**src/rtl/if_fetch_unit.sv**
```systemverilog
// IF-stage instruction fetcher: owns the fetch PC, runs a single-outstanding req/ready
// handshake to instruction memory and presents one buffered instruction to IF/ID.
module if_fetch_unit #(
    parameter logic [31:0] RESET_PC = 32'h0000_0000,
    parameter logic [31:0] EXC_PC   = 32'h8000_0008
) (
    input  logic        clk,
    input  logic        reset,
    input  logic        stall_if,
    input  logic        redirect,
    input  logic [31:0] redirect_pc,
    input  logic        exception,
    output logic        imem_req,
    output logic [31:0] imem_addr,
    input  logic [31:0] imem_rdata,
    input  logic        imem_ready,
    output logic [31:0] PC,
    output logic [31:0] IFInst,
    output logic        if_valid,
    output logic        PC_IFWrite,
    output logic        IF_Flush
);

    typedef enum logic [1:0] {
        S_IDLE,
        S_REQ,
        S_KILL,
        S_HOLD
    } state_t;

    state_t      state_q, state_d;
    logic [31:0] fetch_pc_q, fetch_pc_d;
    logic [31:0] pc_q, pc_d;
    logic [31:0] inst_q, inst_d;
    logic [31:0] addr_q, addr_d;
    logic        valid_q, valid_d;
    logic        req_q, req_d;

    logic        flush;
    logic        consume;
    logic        slot_free;
    logic [31:0] target;

    assign flush     = redirect | exception;
    assign target    = exception ? EXC_PC : redirect_pc;
    assign consume   = valid_q & ~stall_if & ~flush;
    // The buffer can accept a new response at this edge if it is empty or being drained.
    assign slot_free = ~valid_q | consume;

    always_comb begin
        state_d    = state_q;
        fetch_pc_d = fetch_pc_q;
        pc_d       = pc_q;
        inst_d     = inst_q;
        addr_d     = addr_q;
        valid_d    = valid_q;
        req_d      = req_q;

        if (consume) begin
            valid_d = 1'b0;
        end

        case (state_q)
            S_IDLE: begin
                req_d   = 1'b1;
                addr_d  = flush ? target : fetch_pc_q;
                state_d = S_REQ;
            end
            S_REQ: begin
                if (imem_ready) begin
                    if (flush) begin
                        // Response arrived with a redirect: drop it and go straight to the target.
                        addr_d = target;
                    end else begin
                        inst_d     = imem_rdata;
                        pc_d       = addr_q;
                        valid_d    = 1'b1;
                        fetch_pc_d = addr_q + 32'd4;
                        if (slot_free) begin
                            addr_d = addr_q + 32'd4;
                        end else begin
                            req_d   = 1'b0;
                            state_d = S_HOLD;
                        end
                    end
                end else if (flush) begin
                    state_d = S_KILL;
                end
            end
            S_KILL: begin
                if (imem_ready) begin
                    addr_d  = flush ? target : fetch_pc_q;
                    state_d = S_REQ;
                end
            end
            S_HOLD: begin
                if (flush) begin
                    req_d   = 1'b1;
                    addr_d  = target;
                    state_d = S_REQ;
                end else if (consume) begin
                    req_d   = 1'b1;
                    addr_d  = fetch_pc_q;
                    state_d = S_REQ;
                end
            end
            default: begin
                state_d = S_IDLE;
                req_d   = 1'b0;
            end
        endcase

        if (flush) begin
            fetch_pc_d = target;
            valid_d    = 1'b0;
        end
    end

    always_ff @(posedge clk or negedge reset) begin
        if (!reset) begin
            state_q    <= S_IDLE;
            fetch_pc_q <= RESET_PC;
            pc_q       <= 32'd0;
            inst_q     <= 32'd0;
            addr_q     <= RESET_PC;
            valid_q    <= 1'b0;
            req_q      <= 1'b0;
        end else begin
            state_q    <= state_d;
            fetch_pc_q <= fetch_pc_d;
            pc_q       <= pc_d;
            inst_q     <= inst_d;
            addr_q     <= addr_d;
            valid_q    <= valid_d;
            req_q      <= req_d;
        end
    end

    assign imem_req   = req_q;
    assign imem_addr  = addr_q;
    assign PC         = pc_q;
    assign IFInst     = inst_q;
    assign if_valid   = valid_q;
    assign PC_IFWrite = consume & reset;
    assign IF_Flush   = flush & reset;

endmodule
```
**config.mk**
```make
export PLATFORM = sky130hd
export DESIGN_NAME = if_fetch_unit
export DESIGN_NICKNAME = d
export VERILOG_FILES = /design/src/rtl/if_fetch_unit.sv
export SDC_FILE = /design/constraint.sdc
export NUM_CORES = 1
export LEC_CHECK = 0
export CORE_ASPECT_RATIO = 0.8
export CORE_MARGIN = 5
export CORE_UTILIZATION = 30
export CTS_CLUSTER_DIAMETER = 200
export CTS_CLUSTER_SIZE = 12
export DETAILED_ROUTE_END_ITERATION = 7
export SYNTH_ARGS = -nofsm -noshare
export SYNTH_HDL_FRONTEND = slang
export SYNTH_SLANG_ARGS = --single-unit
```
**constraint.sdc**
```tcl
create_clock -name clk -period 4.93 [get_ports clk]
set_input_delay 0.493 -clock clk [delete_from_list [all_inputs] [get_ports clk]]
set_output_delay 0.493 -clock clk [all_outputs]
set_load 0.05 [all_outputs]
```
==> results by group <==
Floorplan
  – Chip Width: roughly 180 µm
  – Core ar.: 21740 µm²
  – Row cnt: 48
  – Die height: 143.5 µm
  – Initial core utilization: 0.3076
  – IO Pins: 170
  – Die Area: 25400 µm²

Synthesis
  – Synth cell types: 54
  – Syn Nets: 864
  – Post-Syn Instances: 790
  – Area leader, netlist: dfrtp_1
  – Yosys top cell area share: 0.4939
  – Synth warn: 0
  – Ys async rst share: 1.000
  – Post-synth EDFFs: 0
  – Number of synthesized register bits: 132
  – Post-synthesis sequential area ratio: 0.4939
  – Largest cells by area after synthesis: dfrtp_1, nand2_1, a21oi_1
  – Synthesized cell area: 6688 µm²
  – Top FF cell, synth: dfrtp_1
  – Average cell area after synthesis: 8.465 µm²

Global route
  – First-pass GRT wire length: 34750 µm
  – Overflow after GRT: 0
  – Initial antenna violation count: 2
  – Vias in the first global route: 6011
  – Largest net degree at the start of global routing: 70
  – Gr usage total: 0.1738

Critical path
  – Crit path DAT: 2.59 ns
  – CP cell instances: clkdlybuf4s50_1 -> buf_4 -> or2_2 -> nor3_1 -> clkdlybuf4s50_1
  – CP delay by family, top: buffers and inverters
  – Crit path required time: ~4.4 ns
  – Critical Path Slowest Stage Cell: clkdlybuf4s50_1
  – Buffers plus inverters on the worst setup path: 3
  – Kind of critical path: input port to output pin
  – Crit-path most repeated cell: clkdlybuf4s50_1
  – Crit-path max cell delay: 0.84 ns
  – CP startpoint kind: input port
  – Crit end category: output pin
  – Reg-to-reg startpoint: state_q[1]$_DFFE_PN0P_
  – CP Launch Point: redirect
  – Maximum fanout along the worst path: 29

Place
  – Detail Placement HPWL: 14840 µm
  – Routability cong.: roughly 0.84
  – Port bufs: 169

STA
  – Worst clock skew: 0.008001 ns
  – Max frequency: 324.9 MHz
  – Final Max Tran Viols: 0
  – RSZ-0062 raised after global routing: no
  – Crit path time final: 3.078 ns
  – Final-report setup violation count: 0
  – Fin Setup TNS: 0 ns
  – Slew @ Worst Pin: 1.039 ns
  – Final hold vios: 0
  – Hold_ws: between 0.09 and 0.1 ns
  – Period Utilization, post-route: 0.6244
  – Slew headroom: 0.3052

Worst hold path
  – Worst hold path type: input port to asynchronous set/reset pin

Detailed routing
  – Per-cell routed wire length: 17.51 µm
  – Post-route DRC: 0
  – Initial DRT Pass Iterations: 8
  – Vias: ~6300
  – Initial detailed-routing violation count: 526
  – Remaining antenna violation count: 0
  – Via density: 5.007
  – Final wirelength: 21870 µm

Power and ir drop
  – Seq pwr share: 0.303
  – Pwr per Cell Area: 657.2 nW/µm²
  – Psw: 2.885 mW
  – Combinational power share: 0.489
  – Switch share: 0.4744
  – VDD IR max: 0.2534 mV
  – Internal Dissipation: 3.196 mW
  – Static Leakage: 4.023 nW
  – Clk pwr share: 0.208

Job
  – Max_cap viols: 0

Layout
  – Commonest non-fill, non-tap cells in the layout: nand2_1, clkdlybuf4s50_1, dfrtp_1
  – Layout Nets: a little over 1000
  – Multi-input gate area: 3123 µm²
  – Commonest non-fill, non-tap cell in the layout: nand2_1
  – P&R area growth vs syn: 38.35%
  – Reg area: 3303 µm²
  – # diodes: 0
  – Layout fillers: 2191
  – Share of cells above drive strength 1: 0.06533

CTS
  – Post-cts sizing count: 0
  – Clk slew on worst S/H paths: approximately 0.060 ns
  – Root buf cell: clkbuf_16
  – Clk buf depth: 2
  – Clock buffer count from CTS: 17
  – Clk Latency, worst-skew pair: 0.42 ns
  – Clock H-tree levels: 4
  – Post-CTS Setup Repair Bufs: 0
  – TritonCTS clock tree: yes
  – Sink Count: 132
  – CTS Hold Buffers Added: 0

Outcome
  – Outcome: finished, final reports clean
layer usage:
layer	track usage	share of wire
met5	0	0.0012
met4	0.03826	0.0085
met3	0.04997	0.068
met2	0.2547	0.43
met1	0.2554	0.49
power by group through the flow:
stage	clock network, mW	registers, mW	logic, mW
global route	1.35	1.91	3.16
global placement	0	1.86	2.96
finish	1.27	1.84	2.97
CTS	1.29	1.84	3.00
detailed placement	0	1.86	2.99
floorplan	0	2.94	0.788
registers in the layout, indices dropped and copies added (netlist names):
name,flops
IFInst,32
PC,32
fetch_pc_q,32
imem_addr,32
state_q,2
if_valid,1
imem_req,1
through the flow:
stage | utilization | setup slack [ns] | instances | cell area [µm²] | total power, mW
after floorplan | - | 2.380 | 790 | 6688 | 3.733
after detailed placement | 0.3987 | 1.886 | 1218 | 8667 | 4.845
final | 0.4256 | 1.852 | 1249 | 9253 | 6.081
after global routing | 0.4256 | 1.780 | 1249 | 9253 | 6.423
after global placement | 0.3987 | 1.916 | 1218 | 8667 | 4.815
after CTS | 0.4256 | 1.870 | 1249 | 9253 | 6.133
kinds of logic (layout without fill, tap and decap cells):
family / Yosys count / count (layout) / share of synthesized area
fa+ha+maj: 4 / 4 / 0.007484
mux: 6 / 6 / 0.009168
compound gates: 205 / 205 / 0.1886
simple gates: 342 / 342 / 0.2211
flops: 132 / 132 / 0.4939
xor+xnor: 28 / 28 / 0.03667
buf+inv: 73 / 232 / 0.04303
worst reg2reg max path: stages (launching register included):
cell	delay [ns]
dfrtp_1	0.42
inv_1	0.07
ha_1	0.60
and2_0	0.67
nand2_2	0.35
buf_4	0.32
o31ai_1	0.22
nand2_1	0.08
synth_stat cells (3+ instances only):
| library cell | instances |
|---|---|
| nand4_1 | 7 |
| nand2_1 | 223 |
| and2_1 | 4 |
| a22o_1 | 5 |
| buf_2 | 9 |
| o31a_1 | 11 |
| mux2i_1 | 5 |
| a22oi_1 | 16 |
| nor2_1 | 57 |
| o22ai_1 | 12 |
| clkbuf_1 | 41 |
| ha_1 | 4 |
| buf_1 | 3 |
| a21boi_0 | 4 |
| xor2_1 | 11 |
| a211oi_1 | 14 |
| nor3_1 | 9 |
| and3_1 | 4 |
| a21o_1 | 3 |
| a21oi_1 | 72 |
| dfrtp_1 | 132 |
| nand2b_1 | 5 |
| nand3_1 | 16 |
| nor4_1 | 4 |
| xnor2_1 | 17 |
| a31oi_1 | 7 |
| o21ai_0 | 45 |
| inv_1 | 17 |
path summary, 6_finish.rpt:
path | depth (start not counted) | slack, ns | to
setup / recovery | 5 | 1.85 | PC_IFWrite
hold / removal | 1 | 0.09 | fetch_pc_q[1]$_DFFE_PN0P_
setup reg to reg | 7 | 2.08 | imem_req$_DFFE_PN0P_
hold reg to reg | 2 | 0.47 | PC[11]$_DFFE_PN0P_
max in group asynchronous | 2 | 3.47 | PC[16]$_DFFE_PN0P_
min in group clk | 2 | 0.47 | PC[11]$_DFFE_PN0P_
cell type report:
| class | instances | share of cell area |
|---|---|---|
| clock buffers | 19 | 0.04895 |
| clock inverters | 12 | 0.01433 |
| inverters | 18 | 0.007302 |
| multi-input cells | 585 | 0.3375 |
| flip-flops and latches | 132 | 0.3570 |
| well taps | 300 | 0.04057 |
| repair buffers | 183 | 0.1943 |
Note: power is estimated with default switching activity, not from simulation.
